[config.mk]
export PLATFORM = sky130hd
export DESIGN_NAME = mem_bus_arbiter_flat
export DESIGN_NICKNAME = d
export VERILOG_FILES = /design/src/rtl/mem_bus_arbiter_if.sv /design/src/rtl/mem_bus_arbiter.sv /design/src/flat_wrapper.sv
export SDC_FILE = /design/constraint.sdc
export NUM_CORES = 1
export LEC_CHECK = 0
export CAP_MARGIN = 30
export CORE_AREA = 2 2 188 190
export DETAILED_ROUTE_END_ITERATION = 10
export DIE_AREA = 0 0 190 192
export PLACE_DENSITY_LB_ADDON = 0.15
export REMOVE_ABC_BUFFERS = 1
export SYNTH_ARGS = -nofsm -noshare
export SYNTH_HDL_FRONTEND = slang
export SYNTH_SLANG_ARGS = --single-unit
[constraint.sdc]
create_clock -name clock -period 3.55 [get_ports clock]
set_input_delay 0.71 -clock clock [delete_from_list [all_inputs] [get_ports clock]]
set_output_delay 0.71 -clock clock [all_outputs]
set_load 0.005 [all_outputs]
[src/rtl/mem_bus_arbiter_if.sv]
// Signal bundle between the Dcache/Icache controllers, memory and mem_bus_arbiter.
// Defining MEM_ARB_STATS_EN adds the grant/reject statistic outputs.
interface mem_bus_arbiter_if;
  logic [1:0]  d2arb_command;
  logic [63:0] d2arb_addr;
  logic [63:0] d2arb_data;
  logic [1:0]  i2arb_command;
  logic [63:0] i2arb_addr;
  logic        dcache_flush;
  logic [1:0]  proc2mem_command;
  logic [63:0] proc2mem_addr;
  logic [63:0] proc2mem_data;
  logic [3:0]  mem2proc_response;
  logic [63:0] mem2proc_data;
  logic [3:0]  mem2proc_tag;
  logic [3:0]  arb2d_response;
  logic [3:0]  arb2d_tag;
  logic [3:0]  arb2i_response;
  logic [3:0]  arb2i_tag;
  logic [63:0] arb2mem_data;
  logic        tag_err;
`ifdef MEM_ARB_STATS_EN
  logic [31:0] stat_d_grants;
  logic [31:0] stat_i_grants;
  logic [31:0] stat_rejects;

  modport master (
    input  d2arb_command, d2arb_addr, d2arb_data, i2arb_command, i2arb_addr,
           dcache_flush, mem2proc_response, mem2proc_data, mem2proc_tag,
    output proc2mem_command, proc2mem_addr, proc2mem_data, arb2d_response, arb2d_tag,
           arb2i_response, arb2i_tag, arb2mem_data, tag_err,
           stat_d_grants, stat_i_grants, stat_rejects
  );
  modport slave (
    output d2arb_command, d2arb_addr, d2arb_data, i2arb_command, i2arb_addr,
           dcache_flush, mem2proc_response, mem2proc_data, mem2proc_tag,
    input  proc2mem_command, proc2mem_addr, proc2mem_data, arb2d_response, arb2d_tag,
           arb2i_response, arb2i_tag, arb2mem_data, tag_err,
           stat_d_grants, stat_i_grants, stat_rejects
  );
`else
  modport master (
    input  d2arb_command, d2arb_addr, d2arb_data, i2arb_command, i2arb_addr,
           dcache_flush, mem2proc_response, mem2proc_data, mem2proc_tag,
    output proc2mem_command, proc2mem_addr, proc2mem_data, arb2d_response, arb2d_tag,
           arb2i_response, arb2i_tag, arb2mem_data, tag_err
  );
  modport slave (
    output d2arb_command, d2arb_addr, d2arb_data, i2arb_command, i2arb_addr,
           dcache_flush, mem2proc_response, mem2proc_data, mem2proc_tag,
    input  proc2mem_command, proc2mem_addr, proc2mem_data, arb2d_response, arb2d_tag,
           arb2i_response, arb2i_tag, arb2mem_data, tag_err
  );
`endif
endinterface

[src/rtl/mem_bus_arbiter.sv]
// Dcache/Icache memory bus arbiter with tag-ownership routing and Icache starvation guard.
// Optional statistics counters are enabled by defining MEM_ARB_STATS_EN.
module mem_bus_arbiter #(
  parameter int NUM_TAGS     = 16,
  parameter int STARVE_LIMIT = 8
) (
  input logic               clock,
  input logic               reset,
  mem_bus_arbiter_if.master bus
);
  localparam logic [1:0] BUS_NONE = 2'd0;
  localparam logic [1:0] BUS_LOAD = 2'd1;
  localparam int SW = $clog2(STARVE_LIMIT + 1);
  localparam logic [SW-1:0] STARVE_MAX = SW'(STARVE_LIMIT);

  logic [NUM_TAGS-1:0] tab_valid;
  logic [NUM_TAGS-1:0] tab_owner;  // 0 = Dcache, 1 = Icache
  logic [SW-1:0]       starve_cnt;
  logic                err_sticky;

  logic d_req, i_req, i_win, d_win, accepted, alloc, ret_hit, ret_miss;

  assign d_req    = bus.d2arb_command != BUS_NONE;
  assign i_req    = bus.i2arb_command == BUS_LOAD;
  // Flush locks the Icache out entirely, even when the Dcache is idle.
  assign i_win    = i_req && !bus.dcache_flush && (!d_req || starve_cnt == STARVE_MAX);
  assign d_win    = d_req && !i_win;
  assign accepted = bus.mem2proc_response != 4'd0;
  assign alloc    = accepted && (i_win || (d_win && bus.d2arb_command == BUS_LOAD));
  assign ret_hit  = (bus.mem2proc_tag != 4'd0) && tab_valid[bus.mem2proc_tag];
  assign ret_miss = (bus.mem2proc_tag != 4'd0) && !tab_valid[bus.mem2proc_tag];

  assign bus.proc2mem_command = d_win ? bus.d2arb_command : (i_win ? bus.i2arb_command : BUS_NONE);
  assign bus.proc2mem_addr    = d_win ? bus.d2arb_addr : (i_win ? bus.i2arb_addr : 64'd0);
  assign bus.proc2mem_data    = d_win ? bus.d2arb_data : 64'd0;
  assign bus.arb2d_response   = d_win ? bus.mem2proc_response : 4'd0;
  assign bus.arb2i_response   = i_win ? bus.mem2proc_response : 4'd0;
  assign bus.arb2d_tag        = (ret_hit && !tab_owner[bus.mem2proc_tag]) ? bus.mem2proc_tag : 4'd0;
  assign bus.arb2i_tag        = (ret_hit &&  tab_owner[bus.mem2proc_tag]) ? bus.mem2proc_tag : 4'd0;
  assign bus.arb2mem_data     = bus.mem2proc_data;
  assign bus.tag_err          = err_sticky;

  // Return clears before allocation sets, so a same-tag allocation wins the write.
  always_ff @(posedge clock) begin
    if (reset) begin
      tab_valid  <= '0;
      starve_cnt <= '0;
      err_sticky <= 1'b0;
    end else begin
      if (ret_hit)  tab_valid[bus.mem2proc_tag] <= 1'b0;
      if (ret_miss) err_sticky <= 1'b1;
      if (alloc)    tab_valid[bus.mem2proc_response] <= 1'b1;
      if (i_req && !i_win)
        starve_cnt <= (starve_cnt == STARVE_MAX) ? STARVE_MAX : starve_cnt + 1'b1;
      else
        starve_cnt <= '0;
    end
  end

  always_ff @(posedge clock) begin
    if (alloc) tab_owner[bus.mem2proc_response] <= i_win;
  end

`ifdef MEM_ARB_STATS_EN
  logic [31:0] d_grants, i_grants, rejects;

  always_ff @(posedge clock) begin
    if (reset) begin
      d_grants <= '0;
      i_grants <= '0;
      rejects  <= '0;
    end else begin
      if (d_win && accepted && d_grants != '1)            d_grants <= d_grants + 32'd1;
      if (i_win && accepted && i_grants != '1)            i_grants <= i_grants + 32'd1;
      if ((d_win || i_win) && !accepted && rejects != '1) rejects  <= rejects + 32'd1;
    end
  end

  assign bus.stat_d_grants = d_grants;
  assign bus.stat_i_grants = i_grants;
  assign bus.stat_rejects  = rejects;
`endif
endmodule

[src/flat_wrapper.sv]
// flat-port wrapper written by rule: the top's interface ports become plain ports
module mem_bus_arbiter_flat 
#(
  parameter int NUM_TAGS     = 16,
  parameter int STARVE_LIMIT = 8
)
  (clock, reset, bus_d2arb_command, bus_d2arb_addr, bus_d2arb_data, bus_i2arb_command, bus_i2arb_addr, bus_dcache_flush, bus_mem2proc_response, bus_mem2proc_data, bus_mem2proc_tag, bus_proc2mem_command, bus_proc2mem_addr, bus_proc2mem_data, bus_arb2d_response, bus_arb2d_tag, bus_arb2i_response, bus_arb2i_tag, bus_arb2mem_data, bus_tag_err);
  mem_bus_arbiter_if bus_i ();
  input logic clock;
  input logic reset;
  input wire logic [$bits(bus_i.d2arb_command)-1:0] bus_d2arb_command;
  input wire logic [$bits(bus_i.d2arb_addr)-1:0] bus_d2arb_addr;
  input wire logic [$bits(bus_i.d2arb_data)-1:0] bus_d2arb_data;
  input wire logic [$bits(bus_i.i2arb_command)-1:0] bus_i2arb_command;
  input wire logic [$bits(bus_i.i2arb_addr)-1:0] bus_i2arb_addr;
  input wire logic [$bits(bus_i.dcache_flush)-1:0] bus_dcache_flush;
  input wire logic [$bits(bus_i.mem2proc_response)-1:0] bus_mem2proc_response;
  input wire logic [$bits(bus_i.mem2proc_data)-1:0] bus_mem2proc_data;
  input wire logic [$bits(bus_i.mem2proc_tag)-1:0] bus_mem2proc_tag;
  output wire logic [$bits(bus_i.proc2mem_command)-1:0] bus_proc2mem_command;
  output wire logic [$bits(bus_i.proc2mem_addr)-1:0] bus_proc2mem_addr;
  output wire logic [$bits(bus_i.proc2mem_data)-1:0] bus_proc2mem_data;
  output wire logic [$bits(bus_i.arb2d_response)-1:0] bus_arb2d_response;
  output wire logic [$bits(bus_i.arb2d_tag)-1:0] bus_arb2d_tag;
  output wire logic [$bits(bus_i.arb2i_response)-1:0] bus_arb2i_response;
  output wire logic [$bits(bus_i.arb2i_tag)-1:0] bus_arb2i_tag;
  output wire logic [$bits(bus_i.arb2mem_data)-1:0] bus_arb2mem_data;
  output wire logic [$bits(bus_i.tag_err)-1:0] bus_tag_err;
  assign bus_i.d2arb_command = bus_d2arb_command;
  assign bus_i.d2arb_addr = bus_d2arb_addr;
  assign bus_i.d2arb_data = bus_d2arb_data;
  assign bus_i.i2arb_command = bus_i2arb_command;
  assign bus_i.i2arb_addr = bus_i2arb_addr;
  assign bus_i.dcache_flush = bus_dcache_flush;
  assign bus_i.mem2proc_response = bus_mem2proc_response;
  assign bus_i.mem2proc_data = bus_mem2proc_data;
  assign bus_i.mem2proc_tag = bus_mem2proc_tag;
  assign bus_proc2mem_command = bus_i.proc2mem_command;
  assign bus_proc2mem_addr = bus_i.proc2mem_addr;
  assign bus_proc2mem_data = bus_i.proc2mem_data;
  assign bus_arb2d_response = bus_i.arb2d_response;
  assign bus_arb2d_tag = bus_i.arb2d_tag;
  assign bus_arb2i_response = bus_i.arb2i_response;
  assign bus_arb2i_tag = bus_i.arb2i_tag;
  assign bus_arb2mem_data = bus_i.arb2mem_data;
  assign bus_tag_err = bus_i.tag_err;
  mem_bus_arbiter #(.NUM_TAGS(NUM_TAGS), .STARVE_LIMIT(STARVE_LIMIT)) u_core (.clock(clock), .reset(reset), .bus(bus_i));
endmodule
==> impl_metrics.tcl <==
set metrics [dict create \
    ys_seq_elements 37 \
    synth_common_cells "and2_1 (71), buf_4 (67), a22o_1 (64)" \
    grt_max_degree 41 \
    wl_per_cell_um 24.4 \
    dieWidth_um 190 \
    grt_pass1_vias 4509 \
    initial_utilization_pct 10.4 \
    routed_wl_mm 28.9 \
    arrival_ns 2.80 \
    grt_use_met2_pct 20.3 \
    status "finished clean" \
    required_ns 2.84 \
    dp_hpwl_mm 25.1 \
    irDropWorstVdd_mv 0.148 \
    yosysMostFrequentCell "and2_1" \
    grt_pass1_wl_mm 37.0 \
    path_max_fanout 40 \
    fillCellCount 3792 \
    cts_made_buffers 5 \
    core_area_um2 34300 \
    yosysUniqueCellTypes 48 \
    clockRootBuffer "clkbuf_16" \
    setup_violations 0 \
    die_h_um 192 \
    clk_latency_ns 0.28 \
    met3_usage_pct 11.6 \
    cts.reportedPaths.clkPinSlew_ns 0.06 \
    grtUsageTotal_pct 14.6 \
    drcViolationCount 0 \
    grt_overflow 0 \
    worst_slew_pin_slew_ns 0.703 \
    syn2layout_area_growth_pct 120 \
    min_path_cells 2 \
    setup_ws_ns 0.0440 \
    r2r_slack_ns 1.32 \
    max-cap-violations 0 \
    cts_buffer_depth 2 \
    vias 4376 \
    cellPowerDensity_nw_per_um2 210 \
    io_pins 482 \
    avgSynthCellArea_um2 8.57 \
    antenna_found_initial 0 \
    synth_area_um2 3570 \
    finalClockSkew_ns 0.00535 \
    drtIter0Drc 135 \
    fin_util_pct 22.9 \
    synthTopCellsByArea "a22o_1 (16%), buf_4 (14%), edfxtp_1 (13%)" \
    die-area_um2 36500 \
    routed_via_density 3.70 \
    ys_warn_count 0 \
    clock_sinks 37 \
    startpoint_type "input port" \
    routabilityCongestion 0.793 \
    r2r_cells 9 \
    max_slew_margin_pct 53.0 \
    fin_nets 1000 \
    p_leak_nw 3.62 \
    fmax_mhz 285 \
    critPathKind "in2out" \
    r2r_start "u_core.starve_cnt[0]" \
    htreeDepth 2 \
    post-route-min-period_ns 3.51 \
    min-delay-start "u_core.bus.tag_err" \
    seq_area_frac_synth_pct 25.3 \
    io_buffers 353 \
    hp-class "reg2reg" \
    synth_top_area_share_pct 15.7 \
    synth-async-reset-ratio_pct 0 \
    timing.rr.end "u_core.starve_cnt[2]" \
    end_kind "output port" \
    drv_slew 0 \
    rows 68 \
    synth_area_leader_cell "a22o_1" \
    place_ws_ns -0.113 \
    hold-path-endpoint "u_core.bus.tag_err" \
    grt.busiest_layer "met2" \
    synth-edff-count 16 \
    drt-pass1-iter-count 4 \
    drive_gt1_share_pct 12.8 \
    rsz0062_at_grt "yes" \
    synthFlopType "dfxtp_1" \
    drtAntennaViolNets 0 \
    hold_viol 0 \
    timing.final.crit_share_pct 98.8 \
    syn_inst 416 \
    grt_util_met1_pct 17.3 \
    cts_tree "done" \
]
-- final cells by class --
| class | instances | area, µm² | share of cell area, % |
|---|---|---|---|
| diodes | 1 | 2.50 | 0.0319 |
| clock buffers | 6 | 129 | 1.64 |
| clock inverters | 2 | 10.0 | 0.128 |
| inverters | 18 | 67.6 | 0.862 |
| multi-input cells | 265 | 2040 | 26.0 |
| flip-flops and latches | 37 | 901 | 11.5 |
| well taps | 455 | 569 | 7.26 |
| repair buffers | 400 | 4120 | 52.6 |
-- critical path, stage by stage --
cell and delay, ns:
clkdlybuf4s50_1 0.47, or3b_4 0.42, nor2_4 0.15, nor2_4 0.09, buf_12 0.19, buf_6 0.14, and2_1 0.15, clkdlybuf4s50_1 0.44
-- per-layer routing --
metal	share of wire, %	routed length, µm	vias up
li1	-	-	2033
met1	42	12000	2005
met2	40	11500	316
met3	16	4720	18
met4	1.2	341	4
met5	0.90	261	-
-- cells in the final DEF (no fill, tap or decap), drive strengths merged, types with 3 or more instances in the layout --
| cell type | n |
|---|---|
| nand2b | 6 |
| nor2b | 4 |
| nand2 | 10 |
| dlymetal6s2s | 51 |
| dfxtp | 21 |
| nor2 | 20 |
| buf | 46 |
| nor3 | 4 |
| a21oi | 11 |
| a22o | 64 |
| clkdlybuf4s50 | 288 |
| or2 | 5 |
| o211ai | 4 |
| and2 | 72 |
| nor3b | 3 |
| o21ai | 16 |
| mux4 | 6 |
| o31ai | 3 |
| inv | 18 |
| o22ai | 8 |
| a211oi | 4 |
| dlygate4sd2 | 12 |
| mux2i | 4 |
| edfxtp | 16 |
| clkbuf | 9 |
-- where the power goes --
group	total [mW]	leakage, nW	internal, mW	switching (mW)
clock network	0.435	0.0706	0.258	0.177
logic	0.759	3.21	0.481	0.278
registers	0.450	0.339	0.447	0.00267
-- sequential cells by signal, summed over array words and instances (netlist names) --
register	cells
u_core.tab_owner	16
u_core.bus.tag_err	1
u_core.starve_cnt	4
u_core.tab_valid	16
-- worst max path at each step --
stage	start	to	slack, ns	cells past startpoint
final	bus_i2arb_command[0]	bus_proc2mem_data[25]	0.04	8
after global routing	bus_i2arb_command[0]	bus_proc2mem_data[25]	-0.06	8
after CTS	bus_i2arb_command[0]	bus_proc2mem_addr[32]	-0.03	6
after detailed placement	bus_mem2proc_tag[0]	bus_arb2d_tag[0]	-0.11	7
after global placement	bus_mem2proc_tag[0]	bus_arb2d_tag[0]	-0.12	7
after floorplan	bus_i2arb_command[0]	bus_proc2mem_addr[0]	-1.90	4
-- through the flow --
stage / cell area, µm² / TNS (ns) / hold slack, ns / total power, mW / cells
3_3_place_gp: 7350 / -1.15 / 0.442 / 1.22 / 1160
4_1_cts: 7530 / -0.0930 / 0.458 / 1.66 / 1171
3_5_place_dp: 7350 / -1.13 / 0.446 / 1.22 / 1160
2_1_floorplan: 2920 / -248.79 / 0.430 / 0.625 / 320
6_report: 7840 / 0 / 0.453 / 1.64 / 1184
5_1_grt: 7840 / -0.139 / 0.486 / 1.71 / 1183
-- cell families (layout without fill, tap and decap cells) --
logic type,count (synthesis),count (layout),share of synthesized area [%]
buffers and inverters,114,426,20.2
DFF,37,37,25.3
xor gates and xnor gates,2,2,0.491
muxes,10,10,5.33
AOI/OAI and AO/OA,116,116,25.7
other,1,2,0.105
adders and majority gates,2,2,0.701
and+or+nand+nor,134,134,22.2
-- repair_timing --
action	in CTS	in global routing
setup endpoints to repair	37	60
hold buffers	0	0
gates resized for setup	28	68
cloned	0	2
setup buffers	3	10
pin swaps	1	3
No activity file was read; power rests on OpenSTA's default activity.
